==> config.mk <==
export PLATFORM = sky130hd
export DESIGN_NAME = arf_stack_fetch_ctrl_flat
export DESIGN_NICKNAME = d
export VERILOG_FILES = /design/src/rtl/arf_stack_fetch_ctrl_if.sv /design/src/rtl/arf_stack_fetch_ctrl.sv /design/src/flat_wrapper.sv
export SDC_FILE = /design/constraint.sdc
export NUM_CORES = 1
export LEC_CHECK = 0
export ABC_AREA = 1
export CAP_MARGIN = 20
export CORE_ASPECT_RATIO = 0.6
export CORE_MARGIN = 2
export CORE_UTILIZATION = 43
export DETAILED_ROUTE_END_ITERATION = 12
export PLACE_DENSITY = 0.88
export SYNTH_ARGS = -nofsm -noshare
export SYNTH_HDL_FRONTEND = slang
export SYNTH_SLANG_ARGS = --single-unit
==> constraint.sdc <==
create_clock -name clk_i -period 1.5 [get_ports clk_i]
set_input_delay 0.3 -clock clk_i [delete_from_list [all_inputs] [get_ports clk_i]]
set_output_delay 0.3 -clock clk_i [all_outputs]
set_load 0.05 [all_outputs]
==> src/rtl/arf_stack_fetch_ctrl_if.sv <==
// rtl/arf_stack_fetch_ctrl_if.sv - command handshake and result bundle for the ARF sequencer
interface arf_stack_fetch_ctrl_if;
    logic [1:0]  cmd;
    logic        cmd_valid;
    logic        cmd_ready;
    logic [15:0] data_in;
    logic [15:0] result;
    logic        done;

    modport master (
        output cmd, cmd_valid, data_in,
        input  cmd_ready, result, done
    );

    modport slave (
        input  cmd, cmd_valid, data_in,
        output cmd_ready, result, done
    );
endinterface

==> src/rtl/arf_stack_fetch_ctrl.sv <==
// rtl/arf_stack_fetch_ctrl.sv - sequences fetch/push/pop/jump byte transfers over the ARF and memory
module arf_stack_fetch_ctrl (
    input  logic                        clk_i,
    input  logic                        rst_i,
    arf_stack_fetch_ctrl_if.slave       cmd_if,
    input  logic [7:0]                  mem_out_i,
    output logic [15:0]                 arf_i_o,
    output logic [1:0]                  arf_funsel_o,
    output logic [2:0]                  arf_regsel_o,
    output logic [1:0]                  arf_outdsel_o,
    output logic                        mem_cs_o,
    output logic                        mem_wr_o,
    output logic [7:0]                  mem_data_o
);

    typedef enum logic [3:0] {
        IDLE, F_LO, F_HI, PU_DEC, PU_HI, PU_LO, PO_LO, PO_HI, JMP
    } state_t;

    localparam logic [1:0] FS_DEC  = 2'b00;
    localparam logic [1:0] FS_INC  = 2'b01;
    localparam logic [1:0] FS_LOAD = 2'b10;
    localparam logic [2:0] SEL_PC  = 3'b100;
    localparam logic [2:0] SEL_SP  = 3'b010;

    state_t      state_q, state_d;
    logic [1:0]  cmd_q, cmd_d;
    logic [15:0] data_q, data_d;
    logic [15:0] result_q, result_d;
    logic        done_q, done_d;
    logic [2:0]  regsel_raw;
    logic        cs_raw, wr_raw;

    always_ff @(posedge clk_i) begin
        if (rst_i) begin
            state_q  <= IDLE;
            cmd_q    <= 2'b00;
            data_q   <= 16'h0000;
            result_q <= 16'h0000;
            done_q   <= 1'b0;
        end else begin
            state_q  <= state_d;
            cmd_q    <= cmd_d;
            data_q   <= data_d;
            result_q <= result_d;
            done_q   <= done_d;
        end
    end

    always_comb begin
        state_d       = state_q;
        cmd_d         = cmd_q;
        data_d        = data_q;
        result_d      = result_q;
        done_d        = 1'b0;
        regsel_raw    = 3'b000;
        cs_raw        = 1'b0;
        wr_raw        = 1'b0;
        arf_funsel_o  = FS_DEC;
        arf_outdsel_o = 2'b00;
        arf_i_o       = 16'h0000;
        mem_data_o    = 8'h00;
        case (state_q)
            IDLE: begin
                if (cmd_if.cmd_valid) begin
                    cmd_d  = cmd_if.cmd;
                    data_d = cmd_if.data_in;
                    case (cmd_if.cmd)
                        2'b00:   state_d = F_LO;
                        2'b01:   state_d = PU_DEC;
                        2'b10:   state_d = PO_LO;
                        default: state_d = JMP;
                    endcase
                end
            end
            F_LO, F_HI: begin
                cs_raw       = 1'b1;
                arf_funsel_o = FS_INC;
                regsel_raw   = SEL_PC;
                if (state_q == F_LO) begin
                    result_d[7:0] = mem_out_i;
                    state_d       = F_HI;
                end else begin
                    result_d[15:8] = mem_out_i;
                    state_d        = IDLE;
                    done_d         = 1'b1;
                end
            end
            PU_DEC: begin
                regsel_raw = SEL_SP;
                state_d    = PU_HI;
            end
            // Second decrement rides along with the high-byte write, which still sees SP0-1.
            PU_HI: begin
                arf_outdsel_o = 2'b01;
                cs_raw        = 1'b1;
                wr_raw        = 1'b1;
                mem_data_o    = data_q[15:8];
                regsel_raw    = SEL_SP;
                state_d       = PU_LO;
            end
            PU_LO: begin
                arf_outdsel_o = 2'b01;
                cs_raw        = 1'b1;
                wr_raw        = 1'b1;
                mem_data_o    = data_q[7:0];
                state_d       = IDLE;
                done_d        = 1'b1;
            end
            PO_LO, PO_HI: begin
                arf_outdsel_o = 2'b01;
                cs_raw        = 1'b1;
                arf_funsel_o  = FS_INC;
                regsel_raw    = SEL_SP;
                if (state_q == PO_LO) begin
                    result_d[7:0] = mem_out_i;
                    state_d       = PO_HI;
                end else begin
                    result_d[15:8] = mem_out_i;
                    state_d        = IDLE;
                    done_d         = 1'b1;
                end
            end
            JMP: begin
                arf_i_o      = data_q;
                arf_funsel_o = FS_LOAD;
                regsel_raw   = SEL_PC;
                state_d      = IDLE;
                done_d       = 1'b1;
            end
            default: state_d = IDLE;
        endcase
    end

    // Gate every side-effecting strobe so a reset cycle never touches the ARF or memory.
    assign arf_regsel_o     = rst_i ? 3'b000 : regsel_raw;
    assign mem_cs_o         = cs_raw & ~rst_i;
    assign mem_wr_o         = wr_raw & ~rst_i;
    assign cmd_if.cmd_ready = (state_q == IDLE) && !rst_i;
    assign cmd_if.result    = result_q;
    assign cmd_if.done      = done_q;

endmodule

==> src/flat_wrapper.sv <==
// flat-port wrapper written by rule: the top's interface ports become plain ports
module arf_stack_fetch_ctrl_flat 
  (clk_i, rst_i, mem_out_i, arf_i_o, arf_funsel_o, arf_regsel_o, arf_outdsel_o, mem_cs_o, mem_wr_o, mem_data_o, cmd_if_cmd, cmd_if_cmd_valid, cmd_if_data_in, cmd_if_cmd_ready, cmd_if_result, cmd_if_done);
  arf_stack_fetch_ctrl_if cmd_if_i ();
  input  logic clk_i;
  input  logic rst_i;
  input  logic [7:0] mem_out_i;
  output logic [15:0] arf_i_o;
  output logic [1:0] arf_funsel_o;
  output logic [2:0] arf_regsel_o;
  output logic [1:0] arf_outdsel_o;
  output logic mem_cs_o;
  output logic mem_wr_o;
  output logic [7:0] mem_data_o;
  input wire logic [$bits(cmd_if_i.cmd)-1:0] cmd_if_cmd;
  input wire logic [$bits(cmd_if_i.cmd_valid)-1:0] cmd_if_cmd_valid;
  input wire logic [$bits(cmd_if_i.data_in)-1:0] cmd_if_data_in;
  output wire logic [$bits(cmd_if_i.cmd_ready)-1:0] cmd_if_cmd_ready;
  output wire logic [$bits(cmd_if_i.result)-1:0] cmd_if_result;
  output wire logic [$bits(cmd_if_i.done)-1:0] cmd_if_done;
  assign cmd_if_i.cmd = cmd_if_cmd;
  assign cmd_if_i.cmd_valid = cmd_if_cmd_valid;
  assign cmd_if_i.data_in = cmd_if_data_in;
  assign cmd_if_cmd_ready = cmd_if_i.cmd_ready;
  assign cmd_if_result = cmd_if_i.result;
  assign cmd_if_done = cmd_if_i.done;
  arf_stack_fetch_ctrl u_core (.clk_i(clk_i), .rst_i(rst_i), .cmd_if(cmd_if_i), .mem_out_i(mem_out_i), .arf_i_o(arf_i_o), .arf_funsel_o(arf_funsel_o), .arf_regsel_o(arf_regsel_o), .arf_outdsel_o(arf_outdsel_o), .mem_cs_o(mem_cs_o), .mem_wr_o(mem_wr_o), .mem_data_o(mem_data_o));
endmodule
==> results.sh <==
export IMPL_status="finished with violations"
export IMPL_violations="setup timing"
export IMPL_ios=80
export IMPL_finalSetupTns_ns=-9.34
export IMPL_netlist_area_mm2=0.00196
export IMPL_sw_frac_of_total_pct=44.3
export IMPL_cts_path_max_buffers=2
export IMPL_fin_worst_skew_ns=0.0157
export IMPL_yosysTopAreaCellShare_pct=37.7
export IMPL_cts_root_buffer="clkbuf_8"
export IMPL_grt_max_degree=26
export IMPL_rsz0062_at_grt="yes"
export IMPL_setup_slack_ns=-0.350
export IMPL_maxSlewViolCount=0
export IMPL_ys_warn_count=0
export IMPL_place_hpwl_um=5000
export IMPL_cp_arrival_ns=1.55
export IMPL_end_kind="output port"
export IMPL_syn_avg_cell_area_um2=6.50
export IMPL_p_switching_w=0.00184
export IMPL_min_path_type="input pin to flip-flop"
export IMPL_vias_per_cell=6.02
export IMPL_grt_usage_pct=37.6
export IMPL_cts_hold_buf=0
export IMPL_drt_total_wl_um=11000
export IMPL_start_util_pct=46.1
export IMPL_power_internal_w=0.00232
export IMPL_crit_fanout=4
export IMPL_fmax_mhz=540
export IMPL_grt_pass1_wl_um=14600
export IMPL_drive_gt1_share_pct=36.7
export IMPL_r2r_setup_slack_ns=-0.10
export IMPL_p_per_area_mw_per_mm2=1040
export IMPL_crit_end="arf_funsel_o[0]"
export IMPL_die_h_um=56.4
export IMPL_synthDistinctLibCells=25
export IMPL_rows=18
export IMPL_holdWs_ns=0.596
export IMPL_synth_yosys_seq_area_share_pct=37.7
export IMPL_post_synth_top_area_cell="dfxtp_1"
export IMPL_seq_power_share_pct=30.2
export IMPL_required_ns=1.20
export IMPL_clkTransAtPathRegs_ns=0.08
export IMPL_ys_seq_elements=37
export IMPL_cts_buffers=5
export IMPL_critPathLaunchType="flip-flop"
export IMPL_drc=0
export IMPL_cts_tree="built"
export IMPL_comb_power_share_pct=51.1
export IMPL_reg2reg_depth=7
export IMPL_die_width_um=91.3
export IMPL_first_global_vias=2664
export IMPL_crit_type="flip-flop to output port"
export IMPL_finalCritPeriodShare_pct=123
export IMPL_fin_crit_ns=1.85
export IMPL_drt_iter0_drc=411
export IMPL_num_antenna_cells=0
export IMPL_avgRoutedWirePerCell_um=23.8
export IMPL_synthCells=302
export IMPL_vias=2785
export IMPL_dieArea_mm2=0.00514
export IMPL_synth_area_leaders="dfxtp_1 38%, nor2_1 15%, nand2_1 12%"
export IMPL_vdd_drop_max_v=0.000792
export IMPL_gr_total_overflow=0
export IMPL_setup_viol=39
export IMPL_drv_cap=0
export IMPL_htreeDepth=2
export IMPL_gp_congestion=0.837
export IMPL_cts_sinks=37
export IMPL_timing_rr_end="u_core.state_q[0]"
export IMPL_clk_latency_ns=0.31
export IMPL_reg2reg_from="u_core.state_q[1]"
export IMPL_core_mm2=0.00426
export IMPL_port_buffer_count=77
export IMPL_finalPower_w=0.00417
export IMPL_drt_pass1_iter_count=8
export IMPL_p_leak_nw=1.78
export IMPL_fin_nets=435
export IMPL_antenna_found_initial=1
export IMPL_crit_start="u_core.state_q[2]"
export IMPL_final_antenna_net_count=0
export IMPL_synthToLayoutAreaGrowth_pct=105
export IMPL_finalHoldViolCount=0
export IMPL_clkPwrFrac_pct=18.7
==> registers in the layout, summed over array words and instances, names as in the netlist <==
register,cells
u_core.cmd_if.result,16
u_core.state_q,4
u_core.data_q,16
u_core.cmd_if.done,1
==> per-stage QoR <==
stage                     worst slack (ns)  area [um2]  instances  util [%]
after global placement              -0.144        3580        443      84.2
after floorplan                     -0.197        2230        303         -
after global routing                -0.345        4020        463      94.4
after detailed placement            -0.144        3580        443      84.2
final                               -0.350        4020        463      94.4
after CTS                           -0.254        3890        459      91.4
==> cell usage in the layout, fill, tap and decap left out, types with 2 or more instances in the layout <==
cell type and instances:
a21oi_1 15, buf_12 53, buf_4 16, buf_6 5, buf_8 2, clkbuf_8 6
clkdlybuf4s50_1 28, clkinvlp_4 3, conb_1 2, dfxtp_1 33, dfxtp_4 3, ha_1 4
inv_1 37, inv_2 2, inv_4 2, nand2_1 56, nand2_2 5, nand2_4 4
nand2_8 2, nand3_1 17, nand3_2 2, nand3_4 3, nor2_1 58, nor2_2 2
nor2_4 21, o22ai_4 8
==> worst max-delay path, stage by stage, from the launching register on <==
cell and delay (ns):
dfxtp_4 0.38, inv_6 0.09, nor2_8 0.04, buf_12 0.14, buf_8 0.12, nand2_4 0.06
nand4_1 0.20, buf_12 0.22
==> cell usage after synthesis <==
master / count
nand3_1: 19
nand4_1: 1
o21ai_0: 2
buf_6: 2
nor2_8: 1
dfxtp_1: 37
nor2_2: 1
nand3_2: 1
nor3_1: 1
clkbuf_1: 3
nor2_4: 3
buf_4: 6
nand3b_1: 1
nor2_1: 77
nand2_1: 64
clkinv_1: 1
ha_1: 4
nand2_4: 2
inv_2: 4
inv_1: 41
buf_2: 4
o22ai_1: 8
a21oi_1: 17
conb_1: 1
nand3_4: 1
==> what timing repair did <==
action                                  4_1_cts  5_1_grt
setup buffers                                 7        5
resized for setup                            27       14
pin swaps                                    13        7
gates cloned                                  2        1
endpoints found under the setup margin       34       51
==> power by group through the flow <==
stage	combinational [W]	sequential [W]	clock, W
2_1_floorplan	0.000812	0.00142	0
3_3_place_gp	0.00162	0.00124	0
3_5_place_dp	0.00168	0.00125	0
4_1_cts	0.00186	0.00124	0.000748
5_1_grt	0.00219	0.00126	0.000800
6_report	0.00213	0.00126	0.000780
==> logic make-up after synthesis <==
logic type               after synthesis  share of synthesized area, %
AND/OR/NAND/NOR                      172                          38.3
buffers and inverters                 61                          13.8
flip-flops                            37                          37.7
AO/OA/AOI/OAI                         27                          7.39
adder cells (fa/ha/maj)                4                          2.55
other                                  1                         0.191
==> how the worst min path moves through the flow <==
stage	start	endpoint	slack [ns]	cells past startpoint
after floorplan	rst_i	u_core.cmd_if.done	0.37	1
after global placement	u_core.cmd_if.result[12]	u_core.cmd_if.result[12]	0.57	4
after detailed placement	u_core.cmd_if.result[11]	u_core.cmd_if.result[11]	0.58	4
after CTS	cmd_if_data_in[6]	u_core.data_q[6]	0.59	3
after global routing	u_core.cmd_if.result[13]	u_core.cmd_if.result[13]	0.64	4
final	cmd_if_data_in[15]	u_core.data_q[15]	0.60	3
==> area by class of cell <==
cell class	instances	area, um2
Tap cell	60	75.1
Sequential cell	37	753
Multi-Input combinational cell	207	1330
Fill cell	105	236
Clock buffer	6	82.6
Inverter	46	194
Timing Repair Buffer	105	1570
Clock inverter	2	13.8
==> routing by layer <==
layer	GRT usage [%]	vias up	share of wire (%)	wire, um
met2	61.5	305	43	4700
met1	42.8	1264	38	4130
li1	-	1115	-	-
met4	20.8	2	7.2	791
met3	14.2	99	12	1370
met5	0	-	0.064	7
No activity file was read; power rests on OpenSTA's default activity.
